**src/rtl/clk_sw_pkg.sv**
```systemverilog
`default_nettype none
// ============================================================================
//  Module      : clk_sw_pkg
//  Description : Shared types, source encodings and helpers for the clock
//                switch control stage.
//  Revision    : 1.0 - initial release
// ============================================================================
package clk_sw_pkg;

    // Control FSM states, explicitly encoded on two bits
    typedef enum logic [1:0] {
        c_ST_IDLE     = 2'd0,
        c_ST_CHECK    = 2'd1,
        c_ST_SETTLE   = 2'd2,
        c_ST_FALLBACK = 2'd3
    } clk_sw_state_e;

    // Clock mux source encodings
    localparam logic [1:0] c_SRC0 = 2'b00;
    localparam logic [1:0] c_SRC1 = 2'b01;
    localparam logic [1:0] c_SRC2 = 2'b10;

    // Both 1x codes address source 2; fold 11 onto 10 so comparisons and the
    // reported selection only ever see the three canonical codes.
    function automatic logic [1:0] normalise_sel(input logic [1:0] sel);
        normalise_sel = (sel == 2'b11) ? c_SRC2 : sel;
    endfunction

endpackage : clk_sw_pkg
`default_nettype wire

```
**src/rtl/sync_2ff.sv**
```systemverilog
`default_nettype none
// ============================================================================
//  Module      : sync_2ff
//  Description : Single-bit two-flop synchroniser, asynchronous active-low
//                reset. o_q is the safe synchronised value; o_q_early is the
//                first-stage value, i.e. what o_q will show one cycle later.
//  Revision    : 1.0 - initial release
// ============================================================================
module sync_2ff (
    input  logic clk,
    input  logic rst_n,
    input  logic i_d,
    output logic o_q,
    output logic o_q_early
);

    logic r_meta;
    logic r_sync;

    // Two-stage capture of the asynchronous input
    always_ff @(posedge clk or negedge rst_n) begin
        if (!rst_n) begin
            r_meta <= 1'b0;
            r_sync <= 1'b0;
        end else begin
            r_meta <= i_d;
            r_sync <= r_meta;
        end
    end

    assign o_q       = r_sync;
    assign o_q_early = r_meta;

endmodule : sync_2ff
`default_nettype wire

```
**src/rtl/clk_sw_ctrl.sv**
```systemverilog
`default_nettype none
// ============================================================================
//  Module      : clk_sw_ctrl
//  Description : Software clock-select control stage in front of the 3-input
//                glitch-free clock mux. Accepts select requests, waits for the
//                target clock to be alive, drives cgm_sel, holds busy across a
//                settle window and optionally falls back to source 0 when the
//                active source 1/2 clock dies.
//  Revision    : 1.0 - initial release
// ============================================================================
module clk_sw_ctrl
    import clk_sw_pkg::*;
#(
    parameter int SETTLE_CYC  = 16,
    parameter int TIMEOUT_CYC = 64,
    parameter int CNT_W       = 8
) (
    input  logic       clk_in0_scan,
    input  logic       rst_clk_n,
    input  logic       req_vld,
    input  logic [1:0] req_sel,
    output logic       req_rdy,
    input  logic       fallback_en,
    input  logic       clk1_alive_async,
    input  logic       clk2_alive_async,
    output logic [1:0] cgm_sel,
    output logic [1:0] cur_sel,
    output logic       busy,
    output logic       done_pls,
    output logic       err_pls,
    output logic       fb_pls
);

    // Reject parameter sets the shared counter cannot represent
    generate
        if ((SETTLE_CYC < 1) || (TIMEOUT_CYC < 1) ||
            (SETTLE_CYC > (2 ** CNT_W)) || (TIMEOUT_CYC > (2 ** CNT_W))) begin : g_bad_params
            $error("clk_sw_ctrl: SETTLE_CYC/TIMEOUT_CYC must be in 1..2**CNT_W");
        end
    endgenerate

    localparam logic [CNT_W-1:0] c_SETTLE_LAST  = CNT_W'(SETTLE_CYC - 1);
    localparam logic [CNT_W-1:0] c_TIMEOUT_LAST = CNT_W'(TIMEOUT_CYC - 1);
    localparam logic [CNT_W-1:0] c_CNT_ONE      = CNT_W'(1);

    // ------------------------------------------------------------------
    // Liveness synchronisers (source 0 is our own clock, always alive)
    // ------------------------------------------------------------------
    logic w_alive1;
    logic w_alive1_early;
    logic w_alive2;
    logic w_alive2_early;

    sync_2ff u_sync_clk1 (
        .clk       (clk_in0_scan),
        .rst_n     (rst_clk_n),
        .i_d       (clk1_alive_async),
        .o_q       (w_alive1),
        .o_q_early (w_alive1_early)
    );

    sync_2ff u_sync_clk2 (
        .clk       (clk_in0_scan),
        .rst_n     (rst_clk_n),
        .i_d       (clk2_alive_async),
        .o_q       (w_alive2),
        .o_q_early (w_alive2_early)
    );

    // ------------------------------------------------------------------
    // State and datapath registers
    // ------------------------------------------------------------------
    clk_sw_state_e    r_state;
    clk_sw_state_e    w_state_nxt;
    logic [CNT_W-1:0] r_cnt;
    logic [CNT_W-1:0] w_cnt_nxt;
    logic [1:0]       r_tgt;
    logic [1:0]       w_tgt_nxt;
    logic [1:0]       r_cgm_sel;
    logic [1:0]       w_cgm_nxt;
    logic [1:0]       r_cur_sel;
    logic [1:0]       w_cur_nxt;
    logic             r_fb_req;

    // Registered outputs and their next values
    logic             r_req_rdy;
    logic             r_busy;
    logic             r_done;
    logic             r_err;
    logic             r_fb;
    logic             w_rdy_nxt;
    logic             w_busy_nxt;
    logic             w_done_nxt;
    logic             w_err_nxt;
    logic             w_fb_nxt;
    logic             w_fb_pred;
    logic             w_nxt_cur_alive;

    logic [1:0]       w_req_tgt;
    logic             w_accept;
    logic             w_tgt_alive;

    assign w_req_tgt = normalise_sel(req_sel);
    assign w_accept  = req_vld & r_req_rdy;

    // Synchronised liveness of the latched switch target
    always_comb begin
        w_tgt_alive = 1'b1;
        case (r_tgt)
            c_SRC1:  w_tgt_alive = w_alive1;
            c_SRC2:  w_tgt_alive = w_alive2;
            default: w_tgt_alive = 1'b1;
        endcase
    end

    // State register plus the datapath it owns
    always_ff @(posedge clk_in0_scan or negedge rst_clk_n) begin
        if (!rst_clk_n) begin
            r_state   <= c_ST_IDLE;
            r_cnt     <= '0;
            r_tgt     <= c_SRC0;
            r_cgm_sel <= c_SRC0;
            r_cur_sel <= c_SRC0;
            r_fb_req  <= 1'b0;
        end else begin
            r_state   <= w_state_nxt;
            r_cnt     <= w_cnt_nxt;
            r_tgt     <= w_tgt_nxt;
            r_cgm_sel <= w_cgm_nxt;
            r_cur_sel <= w_cur_nxt;
            r_fb_req  <= w_fb_pred;
        end
    end

    // Next-state and datapath decisions
    always_comb begin
        w_state_nxt = r_state;
        w_cnt_nxt   = r_cnt;
        w_tgt_nxt   = r_tgt;
        w_cgm_nxt   = r_cgm_sel;
        w_cur_nxt   = r_cur_sel;
        case (r_state)
            c_ST_IDLE: begin
                // A pending fallback wins; req_rdy is already low this cycle
                if (r_fb_req) begin
                    w_state_nxt = c_ST_FALLBACK;
                    w_cgm_nxt   = c_SRC0;
                    w_cnt_nxt   = '0;
                end else if (w_accept && (w_req_tgt != r_cur_sel)) begin
                    w_state_nxt = c_ST_CHECK;
                    w_tgt_nxt   = w_req_tgt;
                    w_cnt_nxt   = '0;
                end
            end
            c_ST_CHECK: begin
                if (w_tgt_alive) begin
                    w_state_nxt = c_ST_SETTLE;
                    w_cgm_nxt   = r_tgt;
                    w_cnt_nxt   = '0;
                end else if (r_cnt == c_TIMEOUT_LAST) begin
                    w_state_nxt = c_ST_IDLE;
                end else begin
                    w_cnt_nxt = r_cnt + c_CNT_ONE;
                end
            end
            c_ST_SETTLE: begin
                if (r_cnt == c_SETTLE_LAST) begin
                    w_state_nxt = c_ST_IDLE;
                    w_cur_nxt   = r_tgt;
                end else begin
                    w_cnt_nxt = r_cnt + c_CNT_ONE;
                end
            end
            c_ST_FALLBACK: begin
                if (r_cnt == c_SETTLE_LAST) begin
                    w_state_nxt = c_ST_IDLE;
                    w_cur_nxt   = c_SRC0;
                end else begin
                    w_cnt_nxt = r_cnt + c_CNT_ONE;
                end
            end
            default: begin
                w_state_nxt = c_ST_IDLE;
            end
        endcase
    end

    // Output next values: pulses from transitions, handshake from next state.
    // The fallback flag is predicted from the first synchroniser stage so that
    // req_rdy is already low in the very cycle a fallback is about to be taken.
    always_comb begin
        w_nxt_cur_alive = 1'b1;
        case (w_cur_nxt)
            c_SRC1:  w_nxt_cur_alive = w_alive1_early;
            c_SRC2:  w_nxt_cur_alive = w_alive2_early;
            default: w_nxt_cur_alive = 1'b1;
        endcase
        w_fb_pred  = fallback_en && (w_cur_nxt != c_SRC0) && !w_nxt_cur_alive;
        w_rdy_nxt  = (w_state_nxt == c_ST_IDLE) && !w_fb_pred;
        w_busy_nxt = (w_state_nxt != c_ST_IDLE);
        w_done_nxt = ((r_state == c_ST_SETTLE) && (w_state_nxt == c_ST_IDLE)) ||
                     ((r_state == c_ST_IDLE) && !r_fb_req && w_accept &&
                      (w_req_tgt == r_cur_sel));
        w_err_nxt  = (r_state == c_ST_CHECK)    && (w_state_nxt == c_ST_IDLE);
        w_fb_nxt   = (r_state == c_ST_FALLBACK) && (w_state_nxt == c_ST_IDLE);
    end

    // Output registers
    always_ff @(posedge clk_in0_scan or negedge rst_clk_n) begin
        if (!rst_clk_n) begin
            r_req_rdy <= 1'b0;
            r_busy    <= 1'b0;
            r_done    <= 1'b0;
            r_err     <= 1'b0;
            r_fb      <= 1'b0;
        end else begin
            r_req_rdy <= w_rdy_nxt;
            r_busy    <= w_busy_nxt;
            r_done    <= w_done_nxt;
            r_err     <= w_err_nxt;
            r_fb      <= w_fb_nxt;
        end
    end

    assign req_rdy  = r_req_rdy;
    assign busy     = r_busy;
    assign done_pls = r_done;
    assign err_pls  = r_err;
    assign fb_pls   = r_fb;
    assign cgm_sel  = r_cgm_sel;
    assign cur_sel  = r_cur_sel;

endmodule : clk_sw_ctrl
`default_nettype wire
```
**config.mk**
```make
export PLATFORM = sky130hd
export DESIGN_NAME = clk_sw_ctrl
export DESIGN_NICKNAME = d
export VERILOG_FILES = /design/src/rtl/clk_sw_pkg.sv /design/src/rtl/sync_2ff.sv /design/src/rtl/clk_sw_ctrl.sv
export SDC_FILE = /design/constraint.sdc
export NUM_CORES = 1
export LEC_CHECK = 0
export CAP_MARGIN = 20
export CORE_MARGIN = 2
export CORE_UTILIZATION = 57
export CTS_CLUSTER_DIAMETER = 120
export CTS_CLUSTER_SIZE = 24
export DETAILED_ROUTE_END_ITERATION = 6
export GPL_TIMING_DRIVEN = 0
export PLACE_DENSITY = 0.78
export SETUP_SLACK_MARGIN = 0.05
export SLEW_MARGIN = 20
export SYNTH_ARGS = -nofsm -noshare
export SYNTH_HDL_FRONTEND = slang
export SYNTH_SLANG_ARGS = --single-unit
```
**constraint.sdc**
```tcl
create_clock -name clk_in0_scan -period 7.5 [get_ports clk_in0_scan]
set_clock_uncertainty 0.15 [all_clocks]
set_input_delay 1.5 -clock clk_in0_scan [delete_from_list [all_inputs] [get_ports clk_in0_scan]]
set_output_delay 1.5 -clock clk_in0_scan [all_outputs]
set_load 0.02 [all_outputs]
```
# After elaboration in Yosys (flattened, before gate mapping)
# Index checks and enable logic that the tools add are counted.
[totals]
register_bits = 26
in_bits = 8
out_inout_bits = 9
elab_cells = 79
[classes]
add_sub_neg = 1
n_eq_ne = 17
n_mux = 21
bitwise_logic = 2
n_reduce_logical = 23
[op_table]
columns = ["op", "n"]
rows = [
  ["$mux 8", 5],
  ["$pmux 8 s3", 1],
  ["$mux 2", 10],
  ["$eq 2x2->1 const B", 5],
  ["$logic_and 1x1->1", 10],
  ["$reduce_and 3->1", 3],
  ["$add 8x1->8 const B", 1],
  ["$eq 8x4->1 const B", 1],
  ["$eq 8x6->1 const B", 1],
  ["$pmux 2 s2", 2],
  ["$eq 2x1->1 const B", 3],
  ["$ne 2x2->1 const B", 3],
  ["$ne 3x3->1 const B", 2],
  ["$pmux 2 s3", 1],
  ["$reduce_bool 2->1", 3],
  ["$logic_not 2->1", 2],
  ["$pmux 1 s2", 2],
  ["$logic_not 1->1", 3],
  ["$eq 2x2->1", 1],
  ["$ne 2x2->1", 1],
  ["$reduce_or 2->1", 1],
  ["$and 1x1->1", 1],
  ["$logic_or 1x1->1", 1],
  ["$not 1->1", 1],
]

# Logic depth before layout (Yosys ltp)
[depth]
depth_word = 10
mapped_depth = 9
depth_no_buf = 8

# By module
# From an unflattened synthesis, not the netlist that was laid out.
[unflattened]
cells_unflattened = 134
hier_area_um2 = 1422.6
[modules_own_cells]
columns = ["mod", "instances", "cells_each", "area_per_inst_um2", "seq_area_each_um2"]
rows = [
  ["clk_sw_ctrl", 1, 130, 1322.5, 550.5],
  ["sync_2ff", 2, 2, 50.0, 50.0],
]

# Worst setup path before layout
# No wires, ideal clock.
[synth_timing]
path_kind = "input -> register"
start = "input port req_sel[0]"
end = "register r_cnt[6]"
setup_ns = 0.110
arrival_ns = 2.581
t_required_ns = 7.240
slack_ns = 4.659
cell_stages = 6
path_buffers = 0
path_cell_list = "xnor2_1 -> a2bb2oi_1 -> o2bb2ai_2 -> a21oi_2 -> or2_2 -> o41ai_1"
[synth_between]
elab_chain_cells = 6
[synth_lines]
columns = ["item", "line_no", "source"]
rows = [
  ["from (decl)", "clk_sw_ctrl.sv:21", "input logic [1:0] req_sel,"],
  ["$eq 2x2->1", "clk_sw_pkg.sv:26", "normalise_sel = (sel == 2'b11) ? c_SRC2 : sel;"],
  ["$mux 2 *", "clk_sw_pkg.sv:26", ""],
  ["$ne 2x2->1 *", "clk_sw_ctrl.sv:149", "end else if (w_accept && (w_req_tgt != r_cur_sel)) begin"],
  ["$logic_and 1x1->1 *", "clk_sw_ctrl.sv:149", ""],
  ["$ne 3x3->1 (no source line) *", "--", ""],
  ["$reduce_and 3->1 (no source line) *", "--", ""],
  ["to (signal assigned)", "clk_sw_ctrl.sv:127", "r_cnt <= w_cnt_nxt;"],
  ["to (decl)", "clk_sw_ctrl.sv:75", "logic [CNT_W-1:0] r_cnt;"],
]
# Every way passes the cells marked *; elsewhere a longest branch is shown, timed or not.
# A chain may end at the register's enable or synchronous reset.

# Worst setup path after layout
[layout_timing]
start = "input port req_sel[1]"
end = "register r_cnt[6]"
# Same word-level chain as after synthesis.

==> impl_metrics.csv <==
group,metric,value,unit
timing,hold_viol,0,
floorplan,rows,16,
layout,area_growth,18.1,%
timing,slew_viol_final,0,
placed_design,hpwl,1820,microns
clocking,post-cts-setup-buffer-count,0,
pwr,power-per-cell-area,344,nW/um^2
yosys,synthTopCellsByArea,"dfrtp_1, ha_1, o21ai_1",
clocking,cts_root_buf,"clkbuf_4",
yosys,synthFlopType,"dfrtp_1",
clocking,insertion_delay,0.32,ns
layout,design_area,1470,sq um
layout,finalNetCount,152,
pwr,pwr-share-clk,13.8,%
clocking,numCtsBuffers,3,
timing,slew-limit-headroom,63.3,%
clocking,clk_pin_slew,0.13,ns
timing,timing.fmax,312,MHz
floorplan,coreArea,2000,sq um
yosys,syn_area,1250,sq um
floorplan,die_y,50.8,microns
clocking,hold_buffers,0,
yosys,yosysMostFrequentCell,"dfrtp_1",
pwr,switching_share,39.9,%
yosys,synth_common_cells,"dfrtp_1, nor2_1, o21ai_1",
critical_path,critPathLaunchType,"primary input",
critical_path,cp.arrival,3.28,ns
detailed_routing,vias,980,
clocking,cts_tree,"built",
flow_run,cap_violations,0,
layout,drive_gt1_share,10.2,%
detailed_routing,drtPass1Iterations,4,
yosys,ys_warn_count,0,
placed_design,io_buffers,16,
floorplan,fp.dieW,50.8,microns
floorplan,dieArea,2580,sq um
pwr,p_seq_share,42.7,%
timing,layout_min_cycle_time,3.21,ns
critical_path,cp_max_fo,4,
global_routing,grt_first_pass_wirelength,4360,microns
worst_hold_path,hold_path.class,"flop to flop",
global_routing,gr-usage-all-layers,23.0,%
placed_design,gp_congestion,0.845,
global_routing,grt_pass1_vias,995,
detailed_routing,drc,0,
timing,period_share,42.8,%
floorplan,start_util,62.2,%
detailed_routing,drt-vias-per-instance,5.98,
detailed_routing,final_antenna_net_count,0,
pwr,ir_worst_vdd,217,uV
yosys,ys_seq_elements,26,
global_routing,grt_max_degree,27,
yosys,synth_top_area_cell,"dfrtp_1",
pwr,comb_power_share,43.5,%
detailed_routing,wl_per_cell,15.1,microns
layout,antenna_cells,0,
yosys,synth-edff-count,0,
detailed_routing,drtIter0Drc,22,
yosys,netlist_instances,117,
pwr,p_int,0.304,mW
clocking,cts_max_level,1,
pwr,leakage,0.651,nW
yosys,synth_top_cell_area_share,52.2,%
critical_path,worstSetupPathType,"primary input to flop",
timing,setup_viol,0,
layout,fill_cells,149,
clocking,cts.repair.resized,0,
critical_path,cp.required,7.57,ns
outcome,outcome,"complete, no violations",
yosys,async_reset_ff_share,100,%
clocking,cts.sinks,26,
floorplan,ios,17,
pwr,p_sw,0.201,mW
clocking,cts.path.max_buffers,2,
yosys,syn_avg_cell_area,10.7,sq um
yosys,synth.distinct_cells,37,
yosys,synthesis.nets,131,
timing,rsz0062_at_grt,"false",
placed_design,dpl_cell_area,1440,sq um
timing,tightest_slew,0.551,ns
detailed_routing,drt_wl_total,2480,microns
global_routing,antenna_found_initial,0,
timing,fin_tns_setup,0,ns
critical_path,endpoint_kind,"flop",
yosys,synth_seq_area_share,52.2,%
global_routing,grt_overflow,0,
-- worst max-delay path, cell delays in order --
cell and delay (ns):
clkdlybuf4s50_1 0.52, nor2_1 0.05, a2bb2oi_1 0.31, o2bb2ai_2 0.17
a21oi_2 0.11, or2_2 0.35, o41ai_1 0.26
-- layout by cell type, fill, tap and decap left out, drive strengths merged, types with 2 or more instances in the layout --
master         count
nor2b              2
mux2i              2
inv                7
clkdlybuf4s50     15
and2               2
o41ai              2
nor2              10
o31ai              3
and3               3
dfrtp             26
a22o               4
a221oi             2
a31oi              2
clkbuf             6
nand3              5
buf                2
o21ai             12
ha                 6
a21oi              3
nand2b             4
nand2              7
-- metal layers --
metal  track usage [%]  routed length [microns]  up-vias
met5                 0                        0        -
met1              27.6                     1090      481
met2              39.9                     1220       27
met3              5.65                      119        7
li1                  -                        -      465
met4              8.11                       48        0
-- sequential cells by signal, summed over array words and instances, names as in the netlist, 2 cells and up --
signal   count
cgm_sel      2
r_tgt        2
cur_sel      2
r_cnt        8
r_state      2
-- logic make-up (layout without fill, tap and decap cells) --
group | Yosys count | in the layout | share of synthesized area [%]
buf+inv | 10 | 30 | 3.61
flops | 26 | 26 | 52.2
xor+xnor | 1 | 1 | 0.703
simple gates | 38 | 38 | 15.9
fa+ha+maj | 6 | 6 | 6.02
mux | 3 | 3 | 2.51
compound gates | 33 | 33 | 19.1
-- per-stage QoR --
step	setup slack, ns	power, mW	hold WS (ns)	utilization [%]	cells
after floorplan	4.66	0.362	0.204	-	117
after global placement	4.05	0.422	0.217	71.9	160
after detailed placement	3.94	0.435	0.219	71.9	160
after CTS	4.28	0.506	0.249	73.8	164
after global routing	4.20	0.543	0.261	73.5	164
final	4.29	0.506	0.249	73.5	164
-- final timing paths --
check | start | endpoint | slack [ns] | cells after the start
min in group asynchronous | rst_clk_n | r_tgt[0]$_DFFE_PN0P_ | 0.99 | 1
max | req_sel[1] | r_cnt[6]$_DFFE_PN0P_ | 4.29 | 7
min reg2reg | u_sync_clk2.o_q_early$_DFF_PN0_ | u_sync_clk2.o_q$_DFF_PN0_ | 0.25 | 0
max in group asynchronous | rst_clk_n | r_cnt[1]$_DFFE_PN0P_ | 5.84 | 1
min | u_sync_clk2.o_q_early$_DFF_PN0_ | u_sync_clk2.o_q$_DFF_PN0_ | 0.25 | 0
max reg2reg | r_cnt[5]$_DFFE_PN0P_ | req_rdy$_DFF_PN0_ | 4.75 | 7
-- layout make-up --
type	instances	area (sq um)	share of cell area, %
flip-flops and latches	26	651	44.2
multi-input cells	81	551	37.4
repair buffers	16	155	10.5
clock buffers	4	36.3	2.47
well taps	27	33.8	2.30
inverters	7	26.3	1.79
plain buffers	3	18.8	1.28
-- power groups by stage --
stage	Combinational, mW	Clock, mW	Sequential [mW]
final	0.220	0.0698	0.216
after global routing	0.245	0.0765	0.222
after CTS	0.220	0.0708	0.215
after detailed placement	0.218	0	0.218
after global placement	0.208	0	0.215
after floorplan	0.137	0	0.225
Note: power is estimated with default switching activity, not from simulation.
